--- config.mk ---
export PLATFORM = sky130hd
export DESIGN_NAME = mem_access_unit
export DESIGN_NICKNAME = d
export VERILOG_FILES = /design/src/rtl/mem_access_unit.sv
export SDC_FILE = /design/constraint.sdc
export NUM_CORES = 1
export LEC_CHECK = 0
export BUFFER_PORTS_ARGS = -buffer_cell sky130_fd_sc_hd__buf_2
export CAP_MARGIN = 20
export CORE_UTILIZATION = 46
export DETAILED_ROUTE_END_ITERATION = 10
export HOLD_SLACK_MARGIN = 0.1
export PLACE_DENSITY = 0.86
export RECOVER_POWER = 25
export SYNTH_ARGS = -nofsm -noshare
export SYNTH_HDL_FRONTEND = slang
export SYNTH_SLANG_ARGS = --single-unit
--- constraint.sdc ---
create_clock -name clk -period 1.6 [get_ports clk]
set_input_delay 0.32 -clock clk [delete_from_list [all_inputs] [get_ports clk]]
set_output_delay 0.32 -clock clk [all_outputs]
set_load 0.02 [all_outputs]
--- src/rtl/mem_access_unit.sv ---
// mem_access_unit: single-outstanding load/store initiator for the register RAM.
// Define MEM_ACCESS_BYTE_STORE_EN to enable partial-byte stores via read-modify-write.
module mem_access_unit #(
    parameter int DataWidth = 16,
    parameter int NumRegs   = 8,
    parameter int AddrWidth = $clog2(NumRegs),
    parameter int NumBytes  = DataWidth / 8
) (
    input  logic                 clk,
    input  logic                 rst,
    input  logic                 reqValid,
    output logic                 reqReady,
    input  logic                 reqWrite,
    input  logic [AddrWidth-1:0] reqAddr,
    input  logic [DataWidth-1:0] reqData,
    input  logic [NumBytes-1:0]  reqByteEn,
    output logic                 respValid,
    input  logic                 respReady,
    output logic [DataWidth-1:0] respData,
    output logic                 respErr,
    output logic                 ramWriteEnable,
    output logic [AddrWidth-1:0] ramWriteAddr,
    output logic [DataWidth-1:0] ramWriteData,
    output logic [AddrWidth-1:0] ramReadAddr,
    input  logic [DataWidth-1:0] ramReadData
);
    localparam logic [1:0] IDLE = 2'd0;
    localparam logic [1:0] EXEC = 2'd1;
    localparam logic [1:0] RESP = 2'd3;

    logic [1:0]           state_q, state_d;
    logic                 write_q, write_d;
    logic [AddrWidth-1:0] addr_q, addr_d;
    logic [DataWidth-1:0] data_q, data_d;
    logic [DataWidth-1:0] resp_data_q, resp_data_d;
    logic                 resp_err_q, resp_err_d;
    logic                 in_range;
    logic                 full_word;

    assign in_range = {1'b0, addr_q} < (AddrWidth+1)'(NumRegs);

`ifdef MEM_ACCESS_BYTE_STORE_EN
    localparam logic [1:0] MERGE = 2'd2;

    logic [NumBytes-1:0]  be_q, be_d;
    logic [DataWidth-1:0] merged;

    always_comb begin
        merged = ramReadData;
        for (int b = 0; b < NumBytes; b++)
            if (be_q[b]) merged[8*b +: 8] = data_q[8*b +: 8];
    end

    always_ff @(posedge clk or posedge rst)
        if (rst) be_q <= '0;
        else     be_q <= be_d;

    assign be_d           = (state_q == IDLE && reqValid) ? reqByteEn : be_q;
    assign full_word      = be_q == '1;
    // the merged word is already parked in resp_data_q during MERGE
    assign ramWriteData   = (state_q == MERGE) ? resp_data_q : data_q;
    assign ramWriteEnable = (state_q == EXEC && write_q && in_range && full_word) || state_q == MERGE;
`else
    logic unused_be;

    assign unused_be      = ^reqByteEn;
    assign full_word      = 1'b1;
    assign ramWriteData   = data_q;
    assign ramWriteEnable = state_q == EXEC && write_q && in_range && full_word;
`endif

    always_comb begin
        state_d     = state_q;
        write_d     = write_q;
        addr_d      = addr_q;
        data_d      = data_q;
        resp_data_d = resp_data_q;
        resp_err_d  = resp_err_q;
        case (state_q)
            IDLE: if (reqValid) begin
                write_d = reqWrite;
                addr_d  = reqAddr;
                data_d  = reqData;
                state_d = EXEC;
            end
            EXEC: begin
                state_d = RESP;
                if (!in_range) begin
                    resp_data_d = '0;
                    resp_err_d  = 1'b1;
                end
                else if (!write_q) resp_data_d = ramReadData;
`ifdef MEM_ACCESS_BYTE_STORE_EN
                else if (be_q == '0) resp_data_d = ramReadData;
                else if (!full_word) begin
                    resp_data_d = merged;
                    state_d     = MERGE;
                end
`endif
                else resp_data_d = data_q;
            end
`ifdef MEM_ACCESS_BYTE_STORE_EN
            MERGE: state_d = RESP;
`endif
            RESP: if (respReady) begin
                state_d    = IDLE;
                resp_err_d = 1'b0;
            end
            default: state_d = IDLE;
        endcase
    end

    always_ff @(posedge clk or posedge rst)
        if (rst) begin
            state_q     <= IDLE;
            write_q     <= 1'b0;
            addr_q      <= '0;
            data_q      <= '0;
            resp_data_q <= '0;
            resp_err_q  <= 1'b0;
        end
        else begin
            state_q     <= state_d;
            write_q     <= write_d;
            addr_q      <= addr_d;
            data_q      <= data_d;
            resp_data_q <= resp_data_d;
            resp_err_q  <= resp_err_d;
        end

    assign reqReady     = state_q == IDLE;
    assign respValid    = state_q == RESP;
    assign respData     = resp_data_q;
    assign respErr      = resp_err_q;
    assign ramWriteAddr = addr_q;
    assign ramReadAddr  = addr_q;
endmodule

======== Yosys cells after proc, flatten, opt, wreduce, memory -nomap -nowiden ========
Cells that the tools add are included.
word-level totals
  register bits ........................... 38
  bits of input ports ..................... 42
  logic and storage cells ................. 17
  output and inout bits ................... 42
cells by class
  equality and inequality tests ........... 4
  mux-type cells .......................... 4
  reductions and logical operators ........ 4
operators by type and width
  cell                                                                   number
  16-bit two-way mux                                                     1
  2-bit case mux with 3 select lines                                     1
  2-bit two-way mux                                                      2
  2-bit AND reduction                                                    2
  2-bit by 1-bit equality test with 1-bit output, second input constant  1
  2-bit equality test, second input constant                             1
  2-bit zero test                                                        1
  2-bit by 1-bit != test with 1-bit output, second input constant        1
  2-bit != test, second input constant                                   1
  1-bit logical AND                                                      1

======== Longest topological paths before layout ========
  depth after elaboration ................. 3
  depth in mapped cells ................... 4
  depth with buffers taken out ............ 2

======== Worst setup path after synthesis ========
Ideal clock, no wire load.
  kind .................................... register to output
  from .................................... register state_q[0]
  to ...................................... output ramWriteEnable
  stages on the path, launching flop included .. 5
  buffers on the path ..................... 2
  setup slack ............................. 0.237 ns
  data arrival time ....................... 1.043 ns
  required time ........................... 1.280 ns
  cell sequence ........................... dfrtp_1 -> nor2b_1 -> buf_4 -> buf_6 -> and2_2
on the way
  cells in the longest elaborated chain, start to end .. 2
RTL lines
  item                                            RTL line  text
  from (decl)                                     31        logic [1:0] state_q, state_d;
  from (signal assigned)                          123       state_q <= state_d;
  2-bit by 1-bit equality test with 1-bit output  69        assign ramWriteEnable = state_q == EXEC && write_q && in_range && full_word;
  1-bit logical AND                               69
  to (decl)                                       21        output logic ramWriteEnable,
Every way passes these cells.

======== Worst setup path after layout ========
  from .................................... register write_q
  to ...................................... output ramWriteEnable
on the way
  cells in the longest elaborated chain, start to end .. 1
RTL lines
  item                    RTL line  text
  from (decl)             32        logic write_q, write_d;
  from (signal assigned)  124       write_q <= write_d;
  1-bit logical AND       69
Every way passes these cells.

==> flow_metrics.py <==
metrics = {
    "placed_design": {
        "dp_hpwl_um": 2750,
        "io_buffers": 80,
        "place_area_um2": 2200,
        "gp_congestion": 0.739,
    },
    "pwr": {
        "peakVddDrop_mv": 1.22,
        "leakage_nw": 1.19,
        "power_density_nw_per_um2": 2370,
    },
    "critical_path": {
        "path_cells": "buf_12 -> and2_2 -> buf_2",
        "crit_path_top_delay_cell": "dfrtp_2",
        "endpoint_kind": "primary output",
        "critPathKind": "flop to primary output",
        "slowest_delay_ps": 450,
        "worstPathArrival_ps": 1240,
        "cp_max_fo": 16,
        "cp-start-kind": "flop",
        "worst_path_dominant_cell_family": "flip-flops",
        "cp.required_ps": 1280,
        "crit_buf_inv": 2,
    },
    "layout": {
        "drive_above_1_share_pct": 76.0,
        "seqCellArea_um2": 953,
        "antennaDiodeCount": 0,
        "nets": 241,
        "nFillCells": 295,
        "multi_input_area_um2": 712,
        "syn2layout_area_growth_pct": 33.4,
        "finalInstanceArea_um2": 2340,
    },
    "logic_synthesis": {
        "yosys.area_share.simple_pct": 1.78,
        "synth_top_family_by_area": "multiplexers",
        "synth_nets": 152,
        "synth-seq-cells": 38,
        "synth-seq-area-share_pct": 54.2,
        "synth.avg_cell_area_um2": 15.9,
        "synth_cell_types": 16,
        "syn_inst": 110,
        "muxShareOfSynthArea_pct": 37.0,
        "ys_warn_count": 0,
        "synth-xor-area-share_pct": 0,
        "synth_compound_area_share_pct": 0.857,
        "synth_adder_area_share_pct": 0,
        "synth_area_um2": 1750,
    },
    "clock_network": {
        "numCtsBuffers": 5,
        "cts_buffer_depth": 2,
        "root_buffer": "clkbuf_8",
        "cts_tree": "done",
        "cts.sinks": 38,
        "cts.clk_slew.worst_paths_ps": 80,
        "htree_levels": 2,
        "insertion_delay_ps": 280,
    },
    "route": {
        "routed_wl_um": 3570,
        "wl_per_cell_um": 14.4,
        "vias_per_cell": 4.77,
        "drc": 0,
        "drt-initial-drc-count": 22,
        "drtPass1Iterations": 6,
        "dr_total_vias": 1184,
        "antenna_left": 0,
    },
    "timing": {
        "period_share_pct": 97.3,
        "hold_violations": 0,
        "fin_skew_ps": 8.49,
        "fin_tns_setup_ps": 0,
        "worst_slew_pin_slew_ps": 542,
        "rsz0062_at_grt": "false",
        "fin_crit_ps": 1560,
        "setup_viol": 0,
        "timing.fmax_mhz": 642,
        "final-max-slew-violation-count": 0,
        "maxSlewHeadroom_pct": 63.9,
    },
    "floorplanning": {
        "io_pins": 84,
        "dieWidth_um": 63.7,
        "core_region_area_um2": 3660,
        "die_area_um2": 4060,
        "start_util_pct": 47.9,
        "die_h_um": 63.7,
        "rows": 22,
    },
    "grt": {
        "overflow": 0,
        "track_usage_pct": 19.4,
        "grt_pass1_vias": 1213,
        "grt_pass1_wl_um": 5770,
        "grt_max_degree": 23,
        "antenna_found_initial": 0,
    },
    "run_status": {
        "status": "completed",
    },
    "flow_run": {
        "drv_cap": 0,
    },
    "hold_path": {
        "worst_hold_path_type": "primary input to flop",
    },
}
[cell families (layout without fill, tap and decap cells)]
group | after synthesis | count (layout)
other | 1 | 1
and+or+nand+nor | 5 | 5
buffers and inverters | 12 | 102
muxes | 52 | 52
DFF | 38 | 38
AOI/OAI and AO/OA | 2 | 2
[area by class of cell]
type,count,area share [%]
Inverter,2,0.321
Timing Repair Buffer,92,21.2
Clock inverter,3,1.71
Sequential cell,38,40.8
Multi-Input combinational cell,60,30.4
Clock buffer,5,2.94
Tap cell,48,2.57
[layout by cell type (no fill, tap or decap)]
cell           instances
dfrtp_2                2
buf_4                  7
a21o_1                 1
dlygate4sd3_1          1
clkbuf_1               1
nor2_1                 1
mux2_4                17
conb_1                 1
nor2b_4                1
clkbuf_2               2
and2_1                 1
clkbuf_8               5
inv_1                  2
buf_12                 1
mux2_1                 3
clkinv_2               2
mux2_2                32
a21boi_0               1
nor3b_2                1
and2_2                 1
dfrtp_1               36
buf_2                 80
bufinv_16              1
[path summary, 6_finish.rpt]
path | startpoint | end | slack [ps] | depth (start not counted)
max | write_q | ramWriteEnable | 40 | 3
min | respReady | state_q[1] | 260 | 2
max reg2reg | state_q[1] | ramWriteData[8] | 100 | 4
min reg2reg | ramWriteData[13] | ramWriteData[13] | 500 | 1
max in group asynchronous | rst | write_q | 450 | 4
min in group asynchronous | rst | ramWriteData[0] | 700 | 4
[flip-flops by register name (all words and copies together), names as in the netlist]
signal        flops
state_q           2
ramWriteData     16
ramReadAddr       3
respData         16
write_q           1
[repair_timing]
item,in CTS,in global routing
endpoints found under the setup margin,1,1
buffers inserted,0,3
hold buffers,1,0
resized for setup,1,2
endpoints found under the hold margin,38,0
[metrics by stage]
stage	instances	worst slack (ps)	hold slack (ps)	utilization, %	power (mW)
after floorplan	110	237	441	-	3.95
after global placement	236	260	360	60.0	4.62
after detailed placement	236	220	367	60.0	4.73
after CTS	245	25.0	251	63.4	5.54
after global routing	248	0.770	250	63.9	5.87
final	248	42.9	255	63.9	5.54
[Yosys cell counts (all sizes together)]
| library cell | count | area [um2] |
|---|---|---|
| inv | 2 | 7.51 |
| conb | 1 | 3.75 |
| a21o | 1 | 7.51 |
| and2 | 2 | 13.8 |
| nor3b | 1 | 7.51 |
| nor2 | 1 | 3.75 |
| dfrtp | 38 | 951 |
| nor2b | 1 | 6.26 |
| a21boi | 1 | 7.51 |
| buf | 10 | 95.1 |
| mux2 | 52 | 649 |
[per-layer routing]
layer	wire length, um	vias up	track usage (%)
met1	1440	590	22.1
met4	76	0	11.1
met3	71	8	4.64
li1	-	555	-
met2	1980	31	33.0
met5	0	-	0
[power breakdown]
part	internal [mW]	switching (mW)
Clock	0.459	0.331
Sequential	1.47	0.335
Combinational	1.52	1.43
(Power assumes the default switching activity.)
